==> src/rtl/ppi_multiport.sv <==
// Multi-port 8255-style parallel interface: NPORTS ports, each simple or strobed I/O.
// Build option PPI_FIFO_EN: strobed inputs use a DEPTH-entry FIFO instead of a single latch.

module ppi_port #(
    parameter int DW      = 8,
    parameter int FD      = 1,
    parameter bit RST_DIR = 1'b1
) (
    input  logic          clk,
    input  logic          rst,
    input  logic          wr_data,
    input  logic          wr_ctrl,
    input  logic          rd_data,
    input  logic [DW-1:0] cpu_din,
    input  logic [DW-1:0] pin_din,
    input  logic          stb,
    input  logic          ack,
    output logic [DW-1:0] rd_val,
    output logic [DW-1:0] status,
    output logic [DW-1:0] pout,
    output logic          oe,
    output logic          ibf,
    output logic          obf_n,
    output logic          intr
);
    localparam int PW = (FD > 1) ? $clog2(FD) : 1;
    localparam int CW = $clog2(FD) + 1;

    logic          dir, mode, inte, overrun;
    logic [DW-1:0] latch;
    logic [DW-1:0] mem [0:(1<<PW)-1];
    logic [PW-1:0] wptr, rptr;
    logic [CW-1:0] cnt;
    logic          stb_s, stb_d, ack_s, ack_d;
    logic [DW-1:0] din_s;

    logic empty, full, push, pop, ack_rise, flush;

    function automatic logic [PW-1:0] nxt(input logic [PW-1:0] p);
        return (p == PW'(FD - 1)) ? '0 : p + PW'(1);
    endfunction

    assign empty    = (cnt == '0);
    assign full     = (cnt == CW'(FD));
    assign push     = mode & dir & stb_s & ~stb_d;
    assign pop      = mode & dir & rd_data & ~empty;
    assign ack_rise = ack_s & ~ack_d;
    // Any change of direction or mode invalidates buffered data and handshake state.
    assign flush    = wr_ctrl & ((cpu_din[0] != dir) | (cpu_din[1] != mode) | cpu_din[3]);

    always_ff @(posedge clk) begin
        if (rst) begin
            dir     <= RST_DIR;
            mode    <= 1'b0;
            inte    <= 1'b0;
            overrun <= 1'b0;
            latch   <= '0;
            obf_n   <= 1'b1;
            wptr    <= '0;
            rptr    <= '0;
            cnt     <= '0;
            stb_s   <= 1'b0;
            stb_d   <= 1'b0;
            ack_s   <= 1'b0;
            ack_d   <= 1'b0;
            din_s   <= '0;
        end else begin
            stb_s <= stb;
            stb_d <= stb_s;
            ack_s <= ack;
            ack_d <= ack_s;
            din_s <= pin_din;
            if (wr_ctrl) begin
                dir  <= cpu_din[0];
                mode <= cpu_din[1];
                inte <= cpu_din[2];
            end
            if (flush) begin
                wptr    <= '0;
                rptr    <= '0;
                cnt     <= '0;
                overrun <= 1'b0;
                obf_n   <= 1'b1;
                latch   <= '0;
            end else begin
                // A pop in the same cycle frees the slot, so a push at full still lands.
                if (push && (!full || pop))
                    wptr <= nxt(wptr);
                if (pop)
                    rptr <= nxt(rptr);
                if (push && !pop && !full)
                    cnt <= cnt + CW'(1);
                else if (pop && !push)
                    cnt <= cnt - CW'(1);
                if (push && full && !pop)
                    overrun <= 1'b1;
                if (wr_data && !dir) begin
                    latch <= cpu_din;
                    if (mode)
                        obf_n <= 1'b0;
                end else if (ack_rise && mode && !dir) begin
                    obf_n <= 1'b1;
                end
            end
        end
    end

    always_ff @(posedge clk) begin
        if (!flush && push && (!full || pop))
            mem[wptr] <= din_s;
    end

    always_comb begin
        rd_val = '1;
        if (!mode)
            rd_val = dir ? pin_din : latch;
        else if (!dir)
            rd_val = latch;
        else if (!empty)
            rd_val = mem[rptr];
    end

    assign intr = inte & (dir ? ~empty : obf_n);

    // FIFO/handshake flags are only meaningful in strobed mode.
    always_comb begin
        status    = '0;
        status[6] = overrun;
        status[5] = mode & dir & empty;
        status[4] = mode & (dir ? full : ~obf_n);
        status[3] = intr;
        status[2] = inte;
        status[1] = mode;
        status[0] = dir;
    end

    assign pout = latch;
    assign oe   = ~dir;
    assign ibf  = ~empty;
endmodule

module ppi_multiport #(
    parameter int               NPORTS  = 2,
    parameter int               DW      = 8,
    parameter int               DEPTH   = 4,
    parameter logic [NPORTS-1:0] RST_DIR = {NPORTS{1'b1}}
) (
    input  logic                 clk,
    input  logic                 rst,
    input  logic [2:0]           addr,
    input  logic [DW-1:0]        din,
    output logic [DW-1:0]        dout,
    input  logic                 rdn,
    input  logic                 wrn,
    input  logic                 csn,
    input  logic [NPORTS*DW-1:0] port_din,
    output logic [NPORTS*DW-1:0] port_dout,
    output logic [NPORTS-1:0]    port_oe,
    input  logic [NPORTS-1:0]    stb,
    input  logic [NPORTS-1:0]    ack,
    output logic [NPORTS-1:0]    ibf,
    output logic [NPORTS-1:0]    obf_n,
    output logic                 irq
);
`ifdef PPI_FIFO_EN
    localparam int FD = DEPTH;
`else
    // Single-entry latch; DEPTH only matters with the FIFO option.
    localparam int FD = DEPTH - DEPTH + 1;
`endif

    logic rd, wr, rd_q, wr_q, rd_pulse, wr_pulse;
    logic [NPORTS-1:0]         wr_data, wr_ctrl, rd_data, intr;
    logic [NPORTS-1:0][DW-1:0] rdv, stat, pout;
    logic [DW-1:0]             rd_mux;

    assign rd       = ~csn & ~rdn;
    assign wr       = ~csn & ~wrn;
    assign rd_pulse = rd & ~rd_q;
    assign wr_pulse = wr & ~wr_q;

    genvar i;
    generate
        for (i = 0; i < NPORTS; i++) begin : g_port
            assign wr_data[i] = wr_pulse & (addr[2:1] == 2'(i)) & ~addr[0];
            assign wr_ctrl[i] = wr_pulse & (addr[2:1] == 2'(i)) &  addr[0];
            assign rd_data[i] = rd_pulse & (addr[2:1] == 2'(i)) & ~addr[0];

            ppi_port #(.DW(DW), .FD(FD), .RST_DIR(RST_DIR[i])) u_port (
                .clk     (clk),
                .rst     (rst),
                .wr_data (wr_data[i]),
                .wr_ctrl (wr_ctrl[i]),
                .rd_data (rd_data[i]),
                .cpu_din (din),
                .pin_din (port_din[i*DW +: DW]),
                .stb     (stb[i]),
                .ack     (ack[i]),
                .rd_val  (rdv[i]),
                .status  (stat[i]),
                .pout    (pout[i]),
                .oe      (port_oe[i]),
                .ibf     (ibf[i]),
                .obf_n   (obf_n[i]),
                .intr    (intr[i])
            );

            assign port_dout[i*DW +: DW] = pout[i];
        end
    endgenerate

    // Unimplemented port indices fall through to all ones.
    always_comb begin
        rd_mux = '1;
        for (int p = 0; p < NPORTS; p++)
            if (addr[2:1] == 2'(p))
                rd_mux = addr[0] ? stat[p] : rdv[p];
    end

    always_ff @(posedge clk) begin
        if (rst) begin
            rd_q <= 1'b0;
            wr_q <= 1'b0;
            dout <= '1;
        end else begin
            rd_q <= rd;
            wr_q <= wr;
            if (rd_pulse)
                dout <= rd_mux;
        end
    end

    assign irq = |intr;
endmodule

==> config.mk <==
export PLATFORM = sky130hd
export DESIGN_NAME = ppi_multiport
export DESIGN_NICKNAME = d
export VERILOG_FILES = /design/src/rtl/ppi_multiport.sv
export SDC_FILE = /design/constraint.sdc
export NUM_CORES = 1
export LEC_CHECK = 0
export ABC_AREA = 1
export CAP_MARGIN = 20
export CORE_UTILIZATION = 55
export DETAILED_ROUTE_END_ITERATION = 12
export PLACE_DENSITY = 0.83
export RECOVER_POWER = 100
export SLEW_MARGIN = 25
export SYNTH_ARGS = -nofsm -noshare
export SYNTH_HDL_FRONTEND = slang
export SYNTH_SLANG_ARGS = --single-unit
==> constraint.sdc <==
create_clock -name clk -period 4.46 [get_ports clk]
set_input_delay 0.446 -clock clk [delete_from_list [all_inputs] [get_ports clk]]
set_output_delay 0.446 -clock clk [all_outputs]
set_load 0.005 [all_outputs]
**After elaboration in Yosys (flattened, before gate mapping)**

Memories as Yosys holds them, arrays and structs flattened. A register that Yosys moved wholly into a read port is not among the register bits.
Index checks and enable logic that the tools add are counted.

- Flip-flop bits (word level): 66
- RAM bits: 32
- Input bits: 36
- Output and inout port bits: 31
- Word-level logic and storage cells: 184
- Memories kept: 2

- Add/sub/neg operators: 8
- Equality and inequality tests: 7
- Multiplexer cells: 38
- Bitwise gates (word level): 54
- Reductions and logical operators: 44

Memories:

| memory | depth | width | rd ports | clocked after Yosys merged registers in | wr ports | RTL line | source |
|---|---|---|---|---|---|---|---|
| g_port[0].u_port.mem | 2 | 8 | 1 | 1 | 1 | 31 | `logic [DW-1:0] mem [0:(1<<PW)-1];` |
| g_port[1].u_port.mem | 2 | 8 | 1 | 1 | 1 | 31 |  |

Operators with widths:

| kind | count |
|---|---|
| $mux W8 | 12 |
| $and A1 B1 Y1 | 34 |
| $mux W1 | 26 |
| $logic_and A1 B1 Y1 | 22 |
| $not A1 Y1 | 16 |
| $logic_not A1 Y1 | 10 |
| $reduce_bool A2 Y1 | 4 |
| $add A1 B1 Y1 const B | 6 |
| $reduce_or A2 Y1 | 3 |
| $ne A1 B1 Y1 | 4 |
| $ne A2 B1 Y1 const B | 2 |
| $or A1 B1 Y1 | 4 |
| $reduce_and A2 Y1 | 2 |
| $eq A2 B1 Y1 const B | 1 |
| $logic_not A2 Y1 | 1 |
| $logic_or A1 B1 Y1 | 2 |
| $sub A1 B1 Y1 const B | 2 |

**Logic depth before layout (Yosys ltp)**

- Depth in word-level cells: 11
- Mapped depth: 10
- Depth with buffers taken out: 9

**By module**

From an unflattened synthesis, not the netlist that was laid out.

- Cells, all modules: 493
- Area total of the unflattened synthesis: 3822.4 sq um

By module, submodules not included:

| module | instances | cells each | area each (sq um) | sequential area each (sq um) |
|---|---|---|---|---|
| ppi_port | 2 | 181 | 1521.5 | 760.7 |
| ppi_multiport | 1 | 131 | 779.5 | 200.2 |

**Least setup slack after synthesis**

OpenSTA, ideal clock, no wires.

- Kind: input -> register
- Start: in rdn
- End: mem g_port[0].u_port.mem[0][0], enable pin
- Setup time: 0.375 ns
- Arrival time: 1.460 ns
- Data required time: 4.085 ns
- Slack: 2.625 ns
- Stages: 4
- Path buffers: 1
- Cells stage by stage: nor3_1 -> buf_2 -> nand3_1 -> a21oi_1

- Cells in the longest elaborated chain, start to end: 11

Ends and longest elaborated chain:

| what | RTL line | source |
|---|---|---|
| from (decl) | 153 | `input logic rdn,` |
| $not A1 Y1 | 177 | `assign rd = ~csn & ~rdn;` |
| $and A1 B1 Y1 | 177 |  |
| $and A1 B1 Y1 | 179 | `assign rd_pulse = rd & ~rd_q;` |
| $and A1 B1 Y1 (2 in a row) | 187 | `assign rd_data[i] = rd_pulse & (addr[2:1] == 2'(i)) & ~addr[0];` |
| $and A1 B1 Y1 (2 in a row) | 46 | `assign pop = mode & dir & rd_data & ~empty;` |
| $logic_or A1 B1 Y1 | 109 | `if (!flush && push && (!full \|\| pop))` |
| $logic_and A1 B1 Y1 | 109 |  |
| $mux W1 | 109 |  |
| $mux W1 (implied by the code) | 110 | `mem[wptr] <= din_s;` |
| to (decl) | 31 |  |

Every way passes these cells.

**Worst setup path after layout**

- Start: in rst
- End: reg g_port[0].u_port.latch[5]

- Cells in the longest elaborated chain, start to end: 1

Ends and longest elaborated chain:

| what | RTL line | source |
|---|---|---|
| from (decl) | 149 | `input logic rst,` |
| $reduce_or A2 Y1 (no source line) | -- |  |
| to (signal assigned) | 98 | `latch <= cpu_din;` |
| to (decl) | 30 | `logic [DW-1:0] latch;` |

Every way passes these cells.
A chain may end at the register's enable or synchronous reset.

==> impl_results.md <==
* DR top layer: met4
* Core box area at 6350 um2
* Post-synth EDFFs at 16
* Outcome: finished with violations
* # resized after CTS at 0
* Met3 wire len at 680 um
* Worst setup EP type: register
* Failing checks: capacitance limit, slew limit
* Die Footprint at 6940 um2
* Clock transition at path regs at 80 ps
* TritonCTS buffer count at 9
* Dominant synthesized flop cell: dfxtp_1
* Fin cells at 612
* Crit share post-route at 71.9%
* Kind of critical path: input pin to register
* WP buf/inv at 3
* Via count at 3269
* Post-Route Setup TNS at 0 ps
* Setup WS post-layout at 1250 ps
* Final Hold Vio Count at 0
* Syn nets at 510
* Place WS at 1690 ps
* Placed cells at 596
* Initial antenna violation count at 0
* Synth Area in Simple Gates at 30.5%
* Top cell type's share of synthesized area at 34.1%
* Sequential-to-total area share from yosys stat at 47.3%
* Area Growth Syn to Fin at 22.7%
* Mapped Cells at 474
* Met1 WL at 3940 um
* Delay of the slowest critical-path stage at 1130 ps
* Main combinational cell family by area after synthesis: simple AND/OR/NAND/NOR gates
* Crit-path slowest cell: clkbuf_1
* First-pass GRT wire length at 13700 um
* Power Dens Cells at 332 nW/um2
* Pre-Repair DR Iteration Count at 5
* Layout net count at 566
* Htree depth at 3
* Reg2Reg Setup Slack at 1950 ps
* Detail-routed net length per standard cell at 14.0 um
* Largest delay share family, worst path: buffers and inverters
* Yosys top cell by area: dfxtp_1
* Top cells by count, synth: 121 x nand2_1, 62 x dfxtp_1, 60 x inv_1
* GRT Total Usage at 25.2%
* CP Max Fanout at 36
* Yosys reg bits at 78
* Proportion of layout cells with a drive suffix above 1 at 8.97%
* Vias in the first global route at 2854
* Max_slew headroom at -4.22%
* TritonCTS clock tree: yes
* CP Capture Point: g_port[0].u_port.pout[5]
* Dpl hpwl at 6190 um
* Levels on crit path at 5
* Wire length on met2 at 3840 um
* Post-Syn Area at 3640 um2
* Leak at 1.93 nW
* Unrepaired setup endpoints after global routing: false
* Hold buffer count at cts at 0
* FMAX at 312 MHz
* Crit path cell chain: dlygate4sd3_1 > clkbuf_1 > clkinv_1 > nand2_1 > a21oi_1
* Clock latency on the worst-skew pair at 360 ps
* WP data arrival at 3430 ps
* Die Y at 83.3 um
* Syn avg cell area at 7.68 um2
* Most common cell in the netlist: nand2_1
* Area post-placement at 4280 um2
* Initial core utilization at 57.3%
* Antenna diodes at 0
* Post-Synth Adder-Cell Area at 0%
* Clock Tree Buf Depth at 2
* Post-Route Skew at 11.1 ps
* Synth Area in XOR/XNOR at 0%
* Rows at 29
* Placer Congestion at 0.891
* Hold Path Class: register to register
* Max VDD drop at 0.261 mV
* Fillers at 493
* Die W at 83.3 um
* Largest net degree at the start of global routing at 37
* Crit Reg-Reg Endpoint: g_port[1].u_port.mem[0][7]
* Total wire length at 8590 um
* Reg2Reg Depth at 6
* Top cells by area, synth: dfxtp_1 34%, edfxtp_1 13%, nand2_1 12%
* R2R Path Start: g_port[1].u_port.dir
* Post-DRT Antenna Nets at 0
* Crit path time final at 3210 ps
* Post-route cell area at 4460 um2
* Synth cell types at 34
* Worst-Margin Slew at 1560 ps
* DRC at 0
* Mux share of post-synthesis cell area at 0%
* GRT overflow at 0
* Worst setup startpoint: rst
* Mean number of vias per cell at 5.34
* Ports at 67
* Clk sinks at 78
* CTS root buf: clkbuf_8
* Slew Limit Fails at 37
* WP data required at 4690 ps
* Max_cap viols at 1
* Initial DRC count at 322
* Final setup violation count at 0
* Port buffer count at 66
* Post-CTS Setup Inserts at 0
* Synth Warn # at 0
* Synth Area in Compound Gates at 11.6%
* FFs w/ async S/R, synth at 0%
* CP Launch Type: input pin
layout make-up:
type | count | area, um2 | share of cell area, %
Clock inverter | 2 | 35.0 | 0.785
Timing Repair Buffer | 69 | 679 | 15.2
Tap cell | 77 | 96.3 | 2.16
Sequential cell | 78 | 1720 | 38.6
Clock buffer | 14 | 195 | 4.37
Multi-Input combinational cell | 306 | 1490 | 33.4
Inverter | 66 | 248 | 5.55
sequential cells by signal, indices dropped and copies added, names as in the netlist, 2 cells and up:
signal and flops:
g_port.u_port.din_s 16, g_port.u_port.mem 16, g_port.u_port.pout 16, dout 8
g_port.u_port.ack_d 2, g_port.u_port.ack_s 2, g_port.u_port.dir 2, g_port.u_port.ibf 2
g_port.u_port.inte 2, g_port.u_port.mode 2, g_port.u_port.obf_n 2, g_port.u_port.overrun 2
g_port.u_port.stb_d 2, g_port.u_port.stb_s 2
metrics by stage:
step | hold slack [ps] | power, mW | utilization (%)
floorplan | 386 | 0.837 | -
global placement | 386 | 0.901 | 67.4
detailed placement | 389 | 0.904 | 67.4
CTS | 408 | 1.48 | 71.1
global route | 411 | 1.53 | 70.3
finish | 401 | 1.48 | 70.3
logic make-up (layout without fill, tap and decap cells):
logic type	after synthesis	count (layout)
simple gates	238	238
compound gates	68	68
flops	78	78
buf+inv	90	151
worst min path at each step:
| stage | start | endpoint | cells past startpoint |
|---|---|---|---|
| after floorplan | g_port[0].u_port.din_s[0] | g_port[0].u_port.mem[0][0] | 0 |
| after global placement | g_port[0].u_port.din_s[2] | g_port[0].u_port.mem[0][2] | 0 |
| after detailed placement | g_port[0].u_port.din_s[6] | g_port[0].u_port.mem[0][6] | 0 |
| after CTS | g_port[1].u_port.din_s[6] | g_port[1].u_port.mem[0][6] | 0 |
| after global routing | g_port[0].u_port.din_s[1] | g_port[0].u_port.mem[0][1] | 0 |
| final | g_port[1].u_port.din_s[6] | g_port[1].u_port.mem[0][6] | 0 |
metal layers:
layer,vias to the layer above,track usage (%)
met1,1488,36.4
li1,1624,-
met5,-,0
met3,12,6.16
met2,145,37.6
met4,0,6.74
placed cells by master (no fill, tap or decap), types with 3 or more instances in the layout:
cell type	netlist	layout
a21oi_1	25	31
clkbuf_8	0	10
clkbuf_1	6	3
nand4_1	7	7
dlygate4sd3_1	0	31
nor3_1	7	7
o21ai_0	13	15
nor2_1	37	37
nand2_1	121	123
a21oi_2	15	9
inv_2	5	4
nand3_1	46	46
clkdlybuf4s50_1	0	35
inv_1	60	61
o21ai_1	6	6
dfxtp_1	62	62
nor2_2	4	4
edfxtp_1	16	16
nand2_4	5	3
power by group:
part	total [mW]	internal (mW)	switching [mW]
logic	0.140	0.0615	0.0788
registers	0.744	0.737	0.00766
clock network	0.596	0.342	0.254
Note: power is estimated with default switching activity, not from simulation.
